**src/rtl/count_bcd_display.sv**
```systemverilog
// 8-bit binary to 3-digit BCD converter (serial double-dabble, one bit per clock)
// driving a time-multiplexed 7-segment display with optional leading-zero blanking.
module count_bcd_display #(
  parameter int REFRESH_DIV = 1024,
  parameter bit BLANK_LZ    = 1'b1
) (
  input  logic       clk,
  input  logic       rst_n,
  input  logic [7:0] count_in,
  input  logic       load,
  output logic       busy,
  output logic       done,
  output logic [1:0] bcd_hun,
  output logic [3:0] bcd_ten,
  output logic [3:0] bcd_one,
  output logic [6:0] seg,
  output logic [2:0] dig_sel
);

  localparam int RW = $clog2(REFRESH_DIV);

  typedef enum logic {IDLE, CONV} state_t;

  state_t      state, state_nxt;
  // {hundreds[1:0], tens[3:0], ones[3:0], binary[7:0]}
  logic [17:0] sr, sr_nxt, sr_dab;
  logic [2:0]  iter, iter_nxt;
  logic        done_nxt, latch;

  logic [RW-1:0] ref_cnt;
  logic [1:0]    dig_idx;
  logic [3:0]    cur;
  logic          blank;

  function automatic logic [3:0] add3(input logic [3:0] d);
    return (d >= 4'd5) ? d + 4'd3 : d;
  endfunction

  function automatic logic [6:0] seg7(input logic [3:0] d);
    case (d)
      4'd0:    return 7'h3F;
      4'd1:    return 7'h06;
      4'd2:    return 7'h5B;
      4'd3:    return 7'h4F;
      4'd4:    return 7'h66;
      4'd5:    return 7'h6D;
      4'd6:    return 7'h7D;
      4'd7:    return 7'h07;
      4'd8:    return 7'h7F;
      4'd9:    return 7'h6F;
      default: return 7'h00;
    endcase
  endfunction

  // Hundreds never reaches 5 for an 8-bit input, so it needs no correction.
  assign sr_dab = {sr[17:16], add3(sr[15:12]), add3(sr[11:8]), sr[7:0]};

  always_comb begin
    state_nxt = state;
    sr_nxt    = sr;
    iter_nxt  = iter;
    done_nxt  = 1'b0;
    latch     = 1'b0;
    case (state)
      IDLE: begin
        if (load) begin
          sr_nxt    = {10'd0, count_in};
          iter_nxt  = 3'd0;
          state_nxt = CONV;
        end
      end
      CONV: begin
        sr_nxt   = {sr_dab[16:0], 1'b0};
        iter_nxt = iter + 3'd1;
        if (iter == 3'd7) begin
          done_nxt  = 1'b1;
          latch     = 1'b1;
          state_nxt = IDLE;
        end
      end
      default: state_nxt = IDLE;
    endcase
  end

  always_ff @(posedge clk or posedge rst_n) begin
    if (rst_n) begin
      state   <= IDLE;
      sr      <= '0;
      iter    <= '0;
      done    <= 1'b0;
      bcd_hun <= '0;
      bcd_ten <= '0;
      bcd_one <= '0;
    end else begin
      state <= state_nxt;
      sr    <= sr_nxt;
      iter  <= iter_nxt;
      done  <= done_nxt;
      if (latch) begin
        bcd_hun <= sr_nxt[17:16];
        bcd_ten <= sr_nxt[15:12];
        bcd_one <= sr_nxt[11:8];
      end
    end
  end

  assign busy = (state == CONV);

  // Display scan runs continuously, whatever the converter is doing.
  always_ff @(posedge clk or posedge rst_n) begin
    if (rst_n) begin
      ref_cnt <= '0;
      dig_idx <= 2'd0;
    end else if (ref_cnt == RW'(REFRESH_DIV - 1)) begin
      ref_cnt <= '0;
      dig_idx <= (dig_idx == 2'd2) ? 2'd0 : dig_idx + 2'd1;
    end else begin
      ref_cnt <= ref_cnt + RW'(1);
    end
  end

  assign dig_sel = 3'b001 << dig_idx;

  always_comb begin
    cur   = bcd_one;
    blank = 1'b0;
    case (dig_idx)
      2'd1: begin
        cur   = bcd_ten;
        blank = BLANK_LZ && (bcd_hun == 2'd0) && (bcd_ten == 4'd0);
      end
      2'd2: begin
        cur   = {2'b00, bcd_hun};
        blank = BLANK_LZ && (bcd_hun == 2'd0);
      end
      default: ;
    endcase
    seg = blank ? 7'h00 : seg7(cur);
  end

endmodule

```
**config.mk**
```make
export PLATFORM = sky130hd
export DESIGN_NAME = count_bcd_display
export DESIGN_NICKNAME = d
export VERILOG_FILES = /design/src/rtl/count_bcd_display.sv
export SDC_FILE = /design/constraint.sdc
export NUM_CORES = 1
export LEC_CHECK = 0
export CAP_MARGIN = 15
export CORE_ASPECT_RATIO = 1.5
export CORE_MARGIN = 2
export CORE_UTILIZATION = 49
export DETAILED_ROUTE_END_ITERATION = 8
export PLACE_DENSITY = 0.83
export SLEW_MARGIN = 5
export SYNTH_ARGS = -nofsm -noshare
export SYNTH_HDL_FRONTEND = slang
export SYNTH_SLANG_ARGS = --single-unit
export TNS_END_PERCENT = 1
```
**constraint.sdc**
```tcl
create_clock -name clk -period 2.8 [get_ports clk]
set_clock_uncertainty 0.1 [all_clocks]
set_input_delay 0.84 -clock clk [delete_from_list [all_inputs] [get_ports clk]]
set_output_delay 0.84 -clock clk [all_outputs]
set_load 0.03 [all_outputs]
```
==> summary.txt, run 1 <==
Place
  • Hpwl dp: around 3.8 mm
  • RD Place Congestion: approximately 0.90
  • Placed inst area: 0.00299 sq mm
  • Inst Count DP: between 300 and 400
  • IO buf count: 32

Cells and area
  • Final instance area: 0.00320 sq mm
  • NumNets Final: just over 300
  • Layout Cells excl Fill: 350
  • ANT cells: 0
  • Layout area overhead: 30.8%
  • Share of cells above drive strength 1: a little over a quarter

Setup path
  • Worst-path fanout max: 4
  • Crit path max-delay family: compound AO/OA/AOI/OAI gates
  • WP data arrival: 2290 ps
  • CP bufs+invs: 3
  • FF-to-FF Start: busy$_DFF_PP0_
  • Worst setup EP type: primary output
  • Critical path's slowest cell: dfrtp_1
  • Most used cell, CP: inv_2
  • Worst setup SP type: flip-flop
  • Crit path kind: reg2out
  • CP max stage delay: about 400 ps
  • CP Cell Sequence: inv_2, ha_4, and2_1, a21oi_2, a21o_2, inv_2, ha_2, mux2_4, a21oi_4, buf_6
  • CP Launch Point: dig_idx[0]$_DFFE_PP0N_
  • Critical Path RT: 1860 ps

Synthesis
  • Synth cell types: between 40 and 50
  • Async set-reset flop share out of synthesis: 100%
  • Synthesized area: roughly 0.0024 sq mm
  • Syn Area/Cell: between 10 and 15 sq um
  • Number of synthesized flops with an enable pin: 0
  • Top FF cell, synth: dfrtp_1
  • Synthesis-stage register bit count: 45
  • Syn. warnings: 0
  • Syn Inst Count: between 200 and 250
  • Syn nets: 258
  • Sequential share of the synthesized area: 46.0%

Floorplanning
  • Initial Util: slightly above 50%
  • Die height: slightly above 90 microns
  • Die Span X: roughly 62 microns
  • Core Region: 0.00481 sq mm
  • I/O Pins: 33
  • Die area: about 0.0056 sq mm
  • Site Rows: 31

Drt
  • DRT antenna net count: 0
  • Top layer in use: met4
  • Vias per inst: 5.41
  • Met3 wire length: between 150 and 200 microns
  • WL final: about 5.4 mm
  • Initial DRC Count: between 50 and 60
  • Drt first pass iters: 4
  • Vias: between 1.5k and 2k
  • DRC: 0
  • Drt wl/cell: about 15 microns
  • M1 wire length: about 2.1 mm
  • Routed length on met2: between 2 and 3 mm

CTS
  • CTS hold repair buffers: 0
  • Clk root buf: clkbuf_8
  • CTS tree: yes
  • CTS H-tree depth: 2
  • Clk_lat worst skew: around 300 ps
  • Sink Count: 45
  • Clock buffer depth: 2
  • Num CTS Buffers: 5
  • Clk slew on worst S/H paths: roughly 80 ps

STA
  • Final setup viols: 7
  • Max Slew Vio Count: 0
  • Fin. Hold Viols: 0
  • Final setup margin: -433 ps
  • Fin crit share: 115%
  • Slew @ Worst Pin: around 560 ps
  • Tmin final: between 3000 and 4000 ps
  • Max Fclk: between 300 and 400 MHz
  • RSZ-0062 raised after global routing: true
  • Slew Limit Headroom: a little over three fifths

Global routing
  • Gr usage total: between 20 and 25%
  • GRT overflow: 0
  • Initial antenna violation count: 0
  • Largest net degree at the start of global routing: between 40 and 50
  • Vias in the first global route: between 1.5k and 2k
  • First-pass GRT wire length: 9.19 mm

Outcome
  • Violated checks: negative setup slack
  • Status: finished with violations

Hold path
  • Worst hold path class: reg2reg
  • Worst hold start: ref_cnt[9]$_DFF_PP0_

Power
  • Tot Pwr: around 0.0036 W
  • Max IR drop VDD: roughly 0.36 mV
  • PD cells: 1140 mW/mm^2
  • Pleak: 1.44 nW

Flow run
  • Max_cap viols: 0
## cell type report
type / instances / area (sq um)
fill: 389 / 1610
clock buffer: 6 / 72.6
clock inverter: 2 / 38.8
sequential: 45 / 1130
tap: 66 / 82.6
timing repair buffer: 55 / 489
inverter: 11 / 41.3
multi-input combinational: 165 / 1350
## routing by layer
layer	track usage, %	vias to the layer above
li1	-	901
met1	26.6	914
met2	35.2	59
met3	4.58	18
met4	12.4	0
met5	0	-
## registers in the layout, summed over array words and instances, names as in the netlist
register / cells
busy: 1
dig_idx: 2
bcd_ten: 4
bcd_one: 4
done: 1
sr: 18
bcd_hun: 2
iter: 3
ref_cnt: 10
## worst paths after layout
check                                         end  cells after the start  slack (ps)
max reg2reg                bcd_one[2]$_DFFE_PP0P_                      4         980
min in group asynchronous    ref_cnt[2]$_DFF_PP0_                      3         880
max                                        seg[0]                     10        -430
max in group asynchronous         sr[9]$_DFF_PP0_                      3        1340
min                          ref_cnt[9]$_DFF_PP0_                      1         370
min reg2reg                  ref_cnt[9]$_DFF_PP0_                      1         370
## where the power goes
part,internal [W],switching [W]
clock network,0.000268,0.000221
logic,0.000946,0.00114
registers,0.000868,0.000203
total,0.00208,0.00156
## worst register-to-register path: stages, from the launching register on
cell     delay (ps)
dfrtp_1         350
buf_4           320
nand2_1         160
inv_1           380
mux2_2          390
## Yosys cell counts (2+ instances only)
master / n / area (sq um)
mux2i_1: 12 / 120
inv_1: 11 / 41.3
mux2_4: 2 / 30.0
nand2b_1: 5 / 31.3
nor2b_1: 2 / 12.5
xor2_1: 2 / 17.5
mux2_2: 10 / 113
nor3b_1: 3 / 22.5
o211ai_1: 2 / 15.0
buf_6: 2 / 22.5
a31oi_1: 3 / 18.8
a22o_1: 6 / 52.6
dfrtp_1: 45 / 1130
xnor2_1: 7 / 61.3
nor3_1: 3 / 15.0
a21oi_1: 11 / 55.1
a31oi_4: 2 / 42.5
nand3_1: 4 / 20.0
o21a_1: 3 / 22.5
o21ai_0: 16 / 80.1
nand2_1: 23 / 86.3
ha_1: 16 / 200
a21o_1: 4 / 30.0
clkbuf_1: 2 / 7.51
nor2_1: 15 / 56.3
buf_2: 5 / 25.0
## logic make-up after synthesis
kind of cell,count (synthesis),share of synthesized area [%]
flip-flops,45,46.0
AO/OA/AOI/OAI,50,14.1
buffers and inverters,21,4.25
AND/OR/NAND/NOR,66,13.5
XOR/XNOR,9,3.22
multiplexers,24,10.7
adder cells (fa/ha/maj),16,8.18
## what timing repair did
item | CTS | global route
setup buffers | 1 | 3
pin swaps | 4 | 2
gates resized for setup | 13 | 4
setup endpoints to repair | 7 | 7
## per-stage QoR
stage / TNS [ps] / hold WS, ps / setup WS [ps] / util (%)
final: -2700 / 369 / -433 / 66.5
after detailed placement: -620 / 364 / -159 / 62.1
after CTS: -2680 / 374 / -404 / 65.7
after global placement: -350 / 351 / -115 / 62.1
after global routing: -3410 / 413 / -533 / 66.5
after floorplan: -681 / 343 / -181 / -
## cell usage in the layout (no fill, tap or decap), drive strengths merged, types with 2 or more instances in the layout
master,count
dfrtp,45
buf,30
clkdlybuf4s50,24
nand2,23
nor2,17
o21ai,16
ha,16
mux2i,12
mux2,12
a21oi,11
inv,10
xnor2,7
a22o,6
clkbuf,6
nand2b,5
nand3,5
a31oi,5
a21o,4
nor3b,3
nor3,3
o21a,3
nor2b,2
o211ai,2
xor2,2
clkinv,2
No activity file was read; power rests on OpenSTA's default activity.
==> inputs of run 2 (changes only) <==
==> constraint.sdc (replaced) <==
create_clock -name clk -period 2.8 [get_ports clk]
set_clock_uncertainty 0.1 [all_clocks]
set_input_delay 0.84 -clock clk [delete_from_list [all_inputs] [get_ports clk]]
set_output_delay 0.84 -clock clk [all_outputs]
set_load 0.02 [all_outputs]
==> run 2 against run 1 <==
Against the previous run:
- the run still ends with negative setup slack left
- clock-buffer cell count did not move
- worst hold slack got worse by 0.80 ps
- die area did not move
- clock power fell by 22%
- critical path type unchanged
- largest cell class unchanged
==> summary.txt, run 2 (same netlist as run 1, synthesis figures left out) <==
Drt
  • Initial DRC Count: 59 (+9.3%)
  • DRT antenna net count: 0 (unchanged)
  • DRC: 0 (unchanged)
  • WL final: 4.81 mm (-11%)
  • Drt wl/cell: 13.5 microns (-13%)
  • Routed length on met2: 2.60 mm (-9.5%)
  • Vias per inst: 5.21 (-3.7%)
  • Met3 wire length: 136 microns (-20%)
  • Top layer in use: met4
  • Vias: 1854 (-2.0%)
  • M1 wire length: 1.96 mm (-8.7%)
  • Drt first pass iters: 4 (unchanged)

STA
  • Final setup margin: -406 ps (+26.7 ps)
  • Fin crit share: 114% (-0.95 points)
  • Tmin final: 3210 ps (-26.7 ps)
  • Max Fclk: 312 MHz (+0.83%)
  • Fin. Hold Viols: 0 (unchanged)
  • RSZ-0062 raised after global routing: true
  • Hold Slack: 368 ps (-0.800 ps)
  • Slew Limit Headroom: 53.9% (-8.7 points)
  • Slew @ Worst Pin: 688 ps (+127 ps)
  • Max Slew Vio Count: 0 (unchanged)
  • Final setup viols: 7 (unchanged)

Place
  • Hpwl dp: 3.59 mm (-5.7%)
  • RD Place Congestion: 0.922 (+2.4%)
  • IO buf count: 32 (unchanged)
  • Placed inst area: 0.00307 sq mm (+2.8%)

Setup path
  • CP Cell Sequence: inv_2, ha_4, a21boi_4, a21oi_4, inv_2, ha_2, mux2_4, a21oi_4, buf_6
  • Cell count along the critical path: 9 (-1)
  • Crit path max-delay family: compound AO/OA/AOI/OAI gates
  • Worst-path fanout max: 7 (+3)
  • CP max stage delay: 420 ps (+20 ps)
  • CP bufs+invs: 3 (unchanged)
  • Critical path's slowest cell: dfrtp_1
  • R2R depth: 4 (unchanged)
  • Critical Path RT: 1860 ps (about the same)
  • Crit path kind: reg2out
  • Worst setup EP type: primary output
  • WP data arrival: 2270 ps (-20 ps)
  • Worst setup SP type: flip-flop

Floorplanning
  • Die area: 0.00559 sq mm (unchanged)
  • Die Span X: 61.7 microns (unchanged)
  • Die height: 90.5 microns (unchanged)
  • Site Rows: 31 (unchanged)
  • Initial Util: 50.9% (unchanged)
  • I/O Pins: 33 (unchanged)
  • Core Region: 0.00481 sq mm (unchanged)

CTS
  • CTS H-tree depth: 2 (unchanged)
  • Clk_lat worst skew: 300 ps (about the same)
  • CTS tree: yes
  • Clock buffer depth: 2 (unchanged)
  • Clk slew on worst S/H paths: 80 ps (about the same)
  • Num CTS Buffers: 5 (unchanged)
  • Sink Count: 45 (unchanged)
  • Clk root buf: clkbuf_8

Cells and area
  • Highest-count cells in the layout ignoring fill and taps: dfrtp_1 (45), buf_4 (31), clkdlybuf4s50_1 (24), nand2_1 (23), o21ai_0 (16)
  • Filler instances: 390 (+0.26%)
  • Flip-flop count of the largest register after layout: 18 (unchanged)
  • Most common cell after layout, fill and taps aside: dfrtp_1
  • Layout area overhead: 32.2%
  • Reg with most FFs: sr
  • Final instance area: 0.00323 sq mm (+1.1%)
  • Largest regs: sr: 18 flops, ref_cnt: 10 flops
  • ANT cells: 0 (unchanged)
  • Share of cells above drive strength 1: 27.9% (+1.2 points)
  • NumNets Final: 316 (+1.9%)

Global routing
  • GRT overflow: 0 (unchanged)
  • First-pass GRT wire length: 8.29 mm (-9.8%)
  • Gr usage total: 19.6% (-2.5 points)
  • Largest net degree at the start of global routing: 37 (-20%)
  • Initial antenna violation count: 0 (unchanged)
  • Vias in the first global route: 1835 (-3.4%)

Outcome
  • Status: finished with violations
  • Violated checks: negative setup slack

Hold path
  • WHS Path Cells: 1 (unchanged)
  • Worst hold path class: reg2reg

Power
  • Max IR drop VDD: 0.621 mV (+70%)
  • Pleak: 1.46 nW (+1.8%)
  • PD cells: 1050 mW/mm^2 (-8.2%)

Flow run
  • Max_cap viols: 0 (unchanged)
-- run 2: cell count changes in the layout (fill, tap and decap cells not counted), sizes merged --
cell,change
buf,+6
bufinv,-1
clkinv,+1
-- run 2: stage by stage --
step	util, %	TNS [ps]	std cells	power, W	setup slack [ps]
after global routing	67.2	-3360	356	0.00363	-516
after global placement	63.8	-3220	346	0.00289	-509
after detailed placement	63.8	-3560	346	0.00294	-588
final	67.2	-2480	356	0.00338	-406
after floorplan	-	-305	231	0.00219	-102
after CTS	66.9	-2500	356	0.00339	-414
-- run 2: cell type report --
class / count / area [sq um] / share of cell area, %
clock buffers: 6 / 72.6 / 2.24
clock inverters: 2 / 10.0 / 0.309
inverters: 11 / 41.3 / 1.28
multi-input cells: 165 / 1350 / 41.8
flip-flops and latches: 45 / 1130 / 34.8
well taps: 66 / 82.6 / 2.55
repair buffers: 61 / 551 / 17.0
-- run 2: path summary, 6_finish.rpt --
kind	start	end	slack, ps
max	dig_idx[0]$_DFFE_PP0N_	seg[3]	-410
min	ref_cnt[9]$_DFF_PP0_	ref_cnt[9]$_DFF_PP0_	370
max reg2reg	busy$_DFF_PP0_	bcd_one[1]$_DFFE_PP0P_	1020
min reg2reg	ref_cnt[9]$_DFF_PP0_	ref_cnt[9]$_DFF_PP0_	370
max in group asynchronous	rst_n	bcd_ten[2]$_DFFE_PP0P_	1320
min in group asynchronous	rst_n	sr[8]$_DFF_PP0_	770
-- run 2: power by group --
part / switching (W) / internal (W) / leakage (nW) / total (W)
Clock: 0.000207 / 0.000173 / 0.0450 / 0.000380
Sequential: 0.000159 / 0.000868 / 0.569 / 0.00103
Combinational: 0.000987 / 0.000989 / 0.848 / 0.00198
Total: 0.00135 / 0.00203 / 1.46 / 0.00338
-- run 2: what timing repair did --
item | 4_1_cts | 5_1_grt
gates resized for setup | 50 | 5
hold buffers | 0 | 0
buffers inserted | 2 | 0
pin swaps | 13 | 0
setup endpoints to repair | 7 | 8
endpoints found under the hold margin | 0 | 0
cloned | 0 | 0
-- run 2: layer usage --
metal  track usage [%]  vias to the layer above
met5                 0                        -
met4              8.69                        0
met3              3.01                        8
met2              32.8                       37
met1              23.8                      901
li1                  -                      908
